File: src/rtl/mul_arbiter_if.sv
// Requester and multiplier-side signals shared between the multiplier arbiter and its environment.
interface mul_arbiter_if;
  localparam int unsigned OW = 8;
  localparam int unsigned PW = 16;

  logic          req0;
  logic [OW-1:0] a0;
  logic [OW-1:0] b0;
  logic          req1;
  logic [OW-1:0] a1;
  logic [OW-1:0] b1;
  logic          done0;
  logic          done1;
  logic [PW-1:0] result0;
  logic [PW-1:0] result1;
  logic          err;
  logic          busy;
  logic          mul_en;
  logic [OW-1:0] mul_a;
  logic [OW-1:0] mul_b;
  logic [PW-1:0] mul_out;
  logic          mul_ready;

  // Environment side: requesters plus the shared multiplier
  modport master (
    output req0, a0, b0, req1, a1, b1, mul_out, mul_ready,
    input  done0, done1, result0, result1, err, busy, mul_en, mul_a, mul_b
  );

  // Arbiter side
  modport slave (
    input  req0, a0, b0, req1, a1, b1, mul_out, mul_ready,
    output done0, done1, result0, result1, err, busy, mul_en, mul_a, mul_b
  );
endinterface

File: src/rtl/mul_arbiter.sv
// Round-robin arbiter sharing one 8x8 signed multiplier between two requesters,
// sequencing load/run phases and aborting a run that exceeds TIMEOUT cycles.
module mul_arbiter #(
  parameter int unsigned TIMEOUT = 32,
  parameter int unsigned CW      = 6
) (
  input logic          clk,
  input logic          reset,
  mul_arbiter_if.slave bus
);
  localparam int unsigned OW = 8;
  localparam int unsigned PW = 16;

  typedef enum logic [1:0] {IDLE = 2'd0, LOAD = 2'd1, RUN = 2'd2, DONE = 2'd3} state_t;

  state_t        state_q, state_d;
  logic          owner_q, owner_d;
  logic          last_q, last_d;
  logic          grant;
  logic [CW-1:0] cnt_q, cnt_d;
  logic [OW-1:0] mul_a_q, mul_a_d;
  logic [OW-1:0] mul_b_q, mul_b_d;
  logic [PW-1:0] result0_q, result0_d;
  logic [PW-1:0] result1_q, result1_d;
  logic          mul_en_q, mul_en_d;
  logic          done0_q, done0_d;
  logic          done1_q, done1_d;
  logic          err_q, err_d;
  logic          busy_q, busy_d;

  always_ff @(posedge clk or posedge reset) begin
    if (reset) begin
      state_q   <= IDLE;
      owner_q   <= 1'b0;
      last_q    <= 1'b1;
      cnt_q     <= '0;
      mul_a_q   <= '0;
      mul_b_q   <= '0;
      result0_q <= '0;
      result1_q <= '0;
      mul_en_q  <= 1'b0;
      done0_q   <= 1'b0;
      done1_q   <= 1'b0;
      err_q     <= 1'b0;
      busy_q    <= 1'b0;
    end else begin
      state_q   <= state_d;
      owner_q   <= owner_d;
      last_q    <= last_d;
      cnt_q     <= cnt_d;
      mul_a_q   <= mul_a_d;
      mul_b_q   <= mul_b_d;
      result0_q <= result0_d;
      result1_q <= result1_d;
      mul_en_q  <= mul_en_d;
      done0_q   <= done0_d;
      done1_q   <= done1_d;
      err_q     <= err_d;
      busy_q    <= busy_d;
    end
  end

  always_comb begin
    state_d   = state_q;
    owner_d   = owner_q;
    last_d    = last_q;
    grant     = 1'b0;
    cnt_d     = cnt_q;
    mul_a_d   = mul_a_q;
    mul_b_d   = mul_b_q;
    result0_d = result0_q;
    result1_d = result1_q;
    err_d     = 1'b0;

    case (state_q)
      IDLE: begin
        if (bus.req0 || bus.req1) begin
          // On a tie the port that did not win last time goes next
          grant   = (bus.req0 && bus.req1) ? ~last_q : bus.req1;
          owner_d = grant;
          last_d  = grant;
          mul_a_d = grant ? bus.a1 : bus.a0;
          mul_b_d = grant ? bus.b1 : bus.b0;
          state_d = LOAD;
        end
      end
      LOAD: begin
        cnt_d   = '0;
        state_d = RUN;
      end
      RUN: begin
        cnt_d = cnt_q + CW'(1);
        // mul_ready in the first RUN cycle may be left over from the previous job
        if ((cnt_q != '0) && bus.mul_ready) begin
          if (owner_q) result1_d = bus.mul_out;
          else         result0_d = bus.mul_out;
          state_d = DONE;
        end else if (cnt_d == CW'(TIMEOUT)) begin
          if (owner_q) result1_d = '0;
          else         result0_d = '0;
          err_d   = 1'b1;
          state_d = DONE;
        end
      end
      DONE: begin
        state_d = IDLE;
      end
      default: begin
        state_d = IDLE;
      end
    endcase

    mul_en_d = (state_d == RUN);
    busy_d   = (state_d != IDLE);
    done0_d  = (state_d == DONE) && !owner_d;
    done1_d  = (state_d == DONE) && owner_d;
  end

  assign bus.mul_en  = mul_en_q;
  assign bus.mul_a   = mul_a_q;
  assign bus.mul_b   = mul_b_q;
  assign bus.result0 = result0_q;
  assign bus.result1 = result1_q;
  assign bus.done0   = done0_q;
  assign bus.done1   = done1_q;
  assign bus.err     = err_q;
  assign bus.busy    = busy_q;
endmodule

File: src/flat_wrapper.sv
// flat-port wrapper written by rule: the top's interface ports become plain ports
module mul_arbiter_flat 
#(
  parameter int unsigned TIMEOUT = 32,
  parameter int unsigned CW      = 6
)
  (clk, reset, bus_req0, bus_a0, bus_b0, bus_req1, bus_a1, bus_b1, bus_mul_out, bus_mul_ready, bus_done0, bus_done1, bus_result0, bus_result1, bus_err, bus_busy, bus_mul_en, bus_mul_a, bus_mul_b);
  mul_arbiter_if bus_i ();
  input logic clk;
  input logic reset;
  input wire logic [$bits(bus_i.req0)-1:0] bus_req0;
  input wire logic [$bits(bus_i.a0)-1:0] bus_a0;
  input wire logic [$bits(bus_i.b0)-1:0] bus_b0;
  input wire logic [$bits(bus_i.req1)-1:0] bus_req1;
  input wire logic [$bits(bus_i.a1)-1:0] bus_a1;
  input wire logic [$bits(bus_i.b1)-1:0] bus_b1;
  input wire logic [$bits(bus_i.mul_out)-1:0] bus_mul_out;
  input wire logic [$bits(bus_i.mul_ready)-1:0] bus_mul_ready;
  output wire logic [$bits(bus_i.done0)-1:0] bus_done0;
  output wire logic [$bits(bus_i.done1)-1:0] bus_done1;
  output wire logic [$bits(bus_i.result0)-1:0] bus_result0;
  output wire logic [$bits(bus_i.result1)-1:0] bus_result1;
  output wire logic [$bits(bus_i.err)-1:0] bus_err;
  output wire logic [$bits(bus_i.busy)-1:0] bus_busy;
  output wire logic [$bits(bus_i.mul_en)-1:0] bus_mul_en;
  output wire logic [$bits(bus_i.mul_a)-1:0] bus_mul_a;
  output wire logic [$bits(bus_i.mul_b)-1:0] bus_mul_b;
  assign bus_i.req0 = bus_req0;
  assign bus_i.a0 = bus_a0;
  assign bus_i.b0 = bus_b0;
  assign bus_i.req1 = bus_req1;
  assign bus_i.a1 = bus_a1;
  assign bus_i.b1 = bus_b1;
  assign bus_i.mul_out = bus_mul_out;
  assign bus_i.mul_ready = bus_mul_ready;
  assign bus_done0 = bus_i.done0;
  assign bus_done1 = bus_i.done1;
  assign bus_result0 = bus_i.result0;
  assign bus_result1 = bus_i.result1;
  assign bus_err = bus_i.err;
  assign bus_busy = bus_i.busy;
  assign bus_mul_en = bus_i.mul_en;
  assign bus_mul_a = bus_i.mul_a;
  assign bus_mul_b = bus_i.mul_b;
  mul_arbiter #(.TIMEOUT(TIMEOUT), .CW(CW)) u_core (.clk(clk), .reset(reset), .bus(bus_i));
endmodule
File: config.mk
export PLATFORM = sky130hd
export DESIGN_NAME = mul_arbiter_flat
export DESIGN_NICKNAME = d
export VERILOG_FILES = /design/src/rtl/mul_arbiter_if.sv /design/src/rtl/mul_arbiter.sv /design/src/flat_wrapper.sv
export SDC_FILE = /design/constraint.sdc
export NUM_CORES = 1
export LEC_CHECK = 0
export BUFFER_PORTS_ARGS = -buffer_cell sky130_fd_sc_hd__buf_4
export CORE_AREA = 2 2 81 83
export CTS_CLUSTER_DIAMETER = 200
export DETAILED_ROUTE_END_ITERATION = 8
export DIE_AREA = 0 0 83 85
export PLACE_DENSITY = 0.76
export RECOVER_POWER = 50
export SLEW_MARGIN = 30
export SYNTH_ARGS = -nofsm -noshare
export SYNTH_HDL_FRONTEND = slang
export SYNTH_SLANG_ARGS = --single-unit
File: constraint.sdc
create_clock -name clk -period 2.1 [get_ports clk]
set_input_delay 0.105 -clock clk [delete_from_list [all_inputs] [get_ports clk]]
set_output_delay 0.105 -clock clk [all_outputs]
set_load 0.01 [all_outputs]
# Word-level counts from Yosys, hierarchy flattened
# Cells that the tools add are included.
# totals
register_bits,63
inputBits,53
out_inout_bits,53
word_cells,57
# classes
add_sub_neg,1
eq_ne,6
mux,21
bitwise,2
reduce_logical,14
# op_table
op,count
two-way mux 16 bit,8
two-way mux 8 bit,2
case mux 6 bit (2 select lines),1
== test 2 bit (second input constant),4
case mux 2 bit (4 select lines),1
adder 6 x 1 -> 6 bit (second input constant),1
== test 6 bit (second input constant),1
two-way mux 1 bit,6
two-way mux 2 bit,3
AND reduction 3 bit,2
nonzero test 2 bit,3
nonzero test 6 bit,1
logical AND 1 bit,4
== test 2 x 1 -> 1 bit (second input constant),1
zero test 2 bit,1
NOT 1 bit,2
AND reduction 2 bit,1
zero test 1 bit,1
logical OR 1 bit,1

# Logic depth before layout (Yosys ltp)
# logic_depth
ltp_word,7
mapped_depth,8
ltp_nobuf,6

# Worst setup path after synthesis
# OpenSTA, ideal clock, no wires.
# synth_timing
kind,flip-flop to flip-flop
from,register u_core.cnt_q[0]
to,"register u_core.result1_q[10], in the netlist u_core.bus.result1[10]"
arrival_ns,1.636
t_required_ns,2.017
slack_ns,0.381
stages_incl_launch_ff,8
path_buffers,1
cell_sequence,dfrtp_1 -> inv_1 -> ha_1 -> nor3b_2 -> a211oi_2 -> clkbuf_1 -> a22oi_1 -> o21ai_0
# synth_between
elab_chain_len,4
word_cells_on_any_way,7
classes_between,add/sub (1); eq/ne (1); mux (1); reduce/logical (4)
# synth_lines
item,line,source
start: declaration,mul_arbiter.sv:20,"logic [CW-1:0] cnt_q, cnt_d;"
start signal: assignment,mul_arbiter.sv:50,cnt_q <= cnt_d;
adder 6 x 1 -> 6 bit / nonzero test 6 bit (equally long branches),"mul_arbiter.sv:92, mul_arbiter.sv:94",
== test 6 bit / logical AND 1 bit (equally long branches),"mul_arbiter.sv:98, mul_arbiter.sv:94",
nonzero test 2 bit (no line),-,
AND reduction 3 bit (no line),-,
end signal: assignment,mul_arbiter.sv:54,result1_q <= result1_d;
end: declaration,mul_arbiter.sv:24,"logic [PW-1:0] result1_q, result1_d;"
# Parallel ways exist; a longest one is shown, timed or not.
# A chain may end at the register's enable or synchronous reset.

# Worst setup path in the final report
# layout_timing
from,register u_core.state_q[0]
to,"register u_core.mul_en_q, in the netlist u_core.bus.mul_en"
# layout_between
elab_chain_len,4
word_cells_on_any_way,9
classes_between,eq/ne (4); mux (4); reduce/logical (1)
# layout_lines
item,line,source
start: declaration,mul_arbiter.sv:16,"state_t state_q, state_d;"
start signal: assignment,mul_arbiter.sv:47,state_q <= state_d;
two-way mux 2 bit,mul_arbiter.sv:98,end else if (cnt_d == CW'(TIMEOUT)) begin
two-way mux 2 bit,mul_arbiter.sv:94,if ((cnt_q != '0) && bus.mul_ready) begin
case mux 2 bit (4 select lines) *,mul_arbiter.sv:75,case (state_q)
== test 2 bit *,mul_arbiter.sv:113,mul_en_d = (state_d == RUN);
net u_core.mul_en_d,mul_arbiter.sv:25,"logic mul_en_q, mul_en_d;"
end signal: assignment,mul_arbiter.sv:55,mul_en_q <= mul_en_d;
end: declaration,mul_arbiter.sv:25,
# The timed path passes the listed nets; every way through them passes the cells marked *.

==> flow_summary_export.csv <==
group,metric,value,unit
sta,min_period,1820,ps
clocking,cts_max_level,3,
detailed_routing,drtIter0Drc,187,
grt,first_global_vias,2517,
critical_path,path_class,"reg2reg",
place,placed_cell_area,0.00384,mm2
grt,grt_max_degree,64,
critical_path,endpoint_kind,"flip-flop",
floorplan,core.rowCount,29,
clocking,cts_buffers,9,
power,p_per_area,1270,mW/mm2
clocking,ctsResizeCount,0,
clocking,cts_setup_buffers,0,
clocking,ctsLongestPathBuffers,2,
detailed_routing,dr.pass1.iters,4,
sta,rsz0062_at_grt,"false",
power,leakage,1.92,nW
final_layout,fillCellCount,535,
clocking,cts.sinks,63,
final_layout,drive_gt1_frac,0.275,
logic_synthesis,synth_fp_nets,354,
detailed_routing,drc,0,
grt,grt_pass1_wl,12000,um
sta,tightest_slew,1380,ps
logic_synthesis,synth_warnings,0,
final_layout,nNetsFinal,461,
logic_synthesis,synthFlopType,"dfrtp_1",
final_layout,synthToLayoutAreaGrowth,34.4,%
logic_synthesis,synth_edf_count,0,
floorplan,fp.dieH,85,um
sta,tns,0,ps
critical_path,critical_path_required,2350,ps
clocking,insertion_delay,340,ps
logic_synthesis,synthMostInstantiatedCell,"dfrtp_1",
clocking,path_clk_slew,80,ps
sta,period_share,0.865,
final_layout,multi_input_area,0.00124,mm2
detailed_routing,drtAntennaViolNets,0,
power,irDropWorstVdd,0.000654,V
logic_synthesis,yosysTopAreaCellShare,0.527,
grt,track_usage,0.210,
sta,hold_viol,0,
grt,grt_overflow,0,
place,gp_congestion,0.932,
sta,slew_headroom,0.0794,
clocking,cts_tree,"built",
detailed_routing,routedWlPerCell,15.2,um
logic_synthesis,synth.avg_cell_area,9.95,um2
sta,fmax,551,MHz
final_layout,final_cell_area,0.00396,mm2
floorplan,die-area,0.00706,mm2
logic_synthesis,syn_area,0.00295,mm2
detailed_routing,num_vias,2654,
floorplan,start_util,0.475,
detailed_routing,vias_per_cell,5.47,
clocking,postCtsHoldBufs,3,
place,dpl.hpwl,5030,um
floorplan,dieWidth,83,um
critical_path,crit_arrival,2070,ps
place,io_buffer_count,105,
logic_synthesis,synth_top_area_cell,"dfrtp_1",
job,cap_violations,0,
clocking,root_buffer,"clkbuf_8",
logic_synthesis,synth.yosys.seq_area_share,0.536,
grt,antenna_found_initial,0,
place,pre_cts_ws,310,ps
logic_synthesis,synth.distinct_cells,32,
final_layout,diodes,0,
detailed_routing,routed_wl,7360,um
run_status,status,"completed",
sta,setup_viol,0,
final_layout,finalCoreUtilization,0.638,
final_layout,regArea,0.00158,mm2
sta,fin_ws,284,ps
sta,finClkSkew,17.6,ps
min_path,hold_class,"in2reg",
logic_synthesis,synth.top_cells.by_count,"dfrtp_1, nand2_1, o21ai_0",
logic_synthesis,ys_ff_latch,63,
logic_synthesis,async_flop_share,1.00,
sta,drv_slew,0,
logic_synthesis,syn_inst,296,
floorplan,placeableCoreArea,0.00620,mm2
logic_synthesis,synth.area.top_cells,"dfrtp_1, o21ai_0, a22oi_1, nand2_1, mux2i_1",
critical_path,crit_fanout,5,
floorplan,io_pins,106,
critical_path,critPathLaunchType,"flip-flop",
-- metal layers --
layer | track usage | wire length [um] | up-vias
li1 | - | - | 1270
met5 | 0 | 0 | -
met1 | 0.281 | 3190 | 1274
met3 | 0.0545 | 483 | 8
met4 | 0.0864 | 95 | 0
met2 | 0.329 | 3590 | 102
-- registers in the layout, summed over array words and instances (netlist names) --
register / count
u_core.bus.result0: 16
u_core.bus.result1: 16
u_core.bus.mul_a: 8
u_core.bus.mul_b: 8
u_core.cnt_q: 6
u_core.state_q: 2
u_core.bus.busy: 1
u_core.bus.done0: 1
u_core.bus.done1: 1
u_core.bus.err: 1
u_core.bus.mul_en: 1
u_core.last_q: 1
u_core.owner_q: 1
-- kinds of logic (layout without fill, tap and decap cells) --
logic type | after synthesis | in the layout | share of synthesized area
AOI/OAI and AO/OA | 103 | 103 | 0.220
muxes | 18 | 18 | 0.0612
and+or+nand+nor | 79 | 79 | 0.117
DFF | 63 | 63 | 0.536
buffers and inverters | 28 | 140 | 0.0450
adders and majority gates | 5 | 5 | 0.0212
-- power by group --
group / internal (W) / switching, W
registers: 0.00161 / 0.000253
logic: 0.000947 / 0.00118
clock network: 0.000612 / 0.000444
total: 0.00317 / 0.00188
-- layout by cell type (no fill, tap or decap), types with 3 or more instances in the layout --
cell type       n
a211oi_2        3
a21o_1          4
a21oi_1         3
a22oi_1        32
buf_4          84
clkbuf_1       28
clkbuf_8       11
dfrtp_1        62
dlygate4sd3_1   3
ha_1            5
inv_1           7
mux2i_1        18
nand2_1        59
nand3_1         6
o21ai_0        49
o21ai_1         5
-- area by class of cell --
| class | count | share of cell area |
|---|---|---|
| sequential | 63 | 0.399 |
| multi-input combinational | 205 | 0.315 |
| timing repair buffer | 117 | 0.205 |
| clock buffer | 13 | 0.0402 |
| tap | 77 | 0.0243 |
| clock inverter | 3 | 0.0107 |
| inverter | 7 | 0.00664 |
-- path summary, 6_finish.rpt --
| check | cells past startpoint | slack [ps] | endpoint | startpoint |
|---|---|---|---|---|
| min in group asynchronous | 4 | 810 | u_core.bus.result1[12]$_DFFE_PP0P_ | reset |
| worst min register to register | 2 | 480 | u_core.bus.mul_b[4]$_DFFE_PP0P_ | u_core.bus.mul_b[4]$_DFFE_PP0P_ |
| worst max register to register | 6 | 280 | u_core.bus.mul_en$_DFF_PP0_ | u_core.state_q[0]$_DFF_PP0_ |
| worst min-delay path | 3 | 6 | u_core.bus.result0[3]$_DFFE_PP0P_ | bus_mul_out[3] |
| max in group asynchronous | 4 | 440 | u_core.bus.mul_en$_DFF_PP0_ | reset |
| worst max-delay path | 6 | 280 | u_core.bus.mul_en$_DFF_PP0_ | u_core.state_q[0]$_DFF_PP0_ |
-- critical path, stage by stage, from the launching register on --
cell and delay (ps):
dfrtp_1 390, inv_1 100, ha_1 180, or4b_2 600, o21ai_0 100, a21o_1 190, and3_1 180
-- metrics by stage --
stage                     instances  power, W  hold WS (ps)
final                           485   0.00504          6.07
after global routing            485   0.00542          3.01
after CTS                       485   0.00523          3.57
after detailed placement        466   0.00417           209
after global placement          466   0.00408           207
after floorplan                 296   0.00323           168
Power figures use the tool's default switching activity.
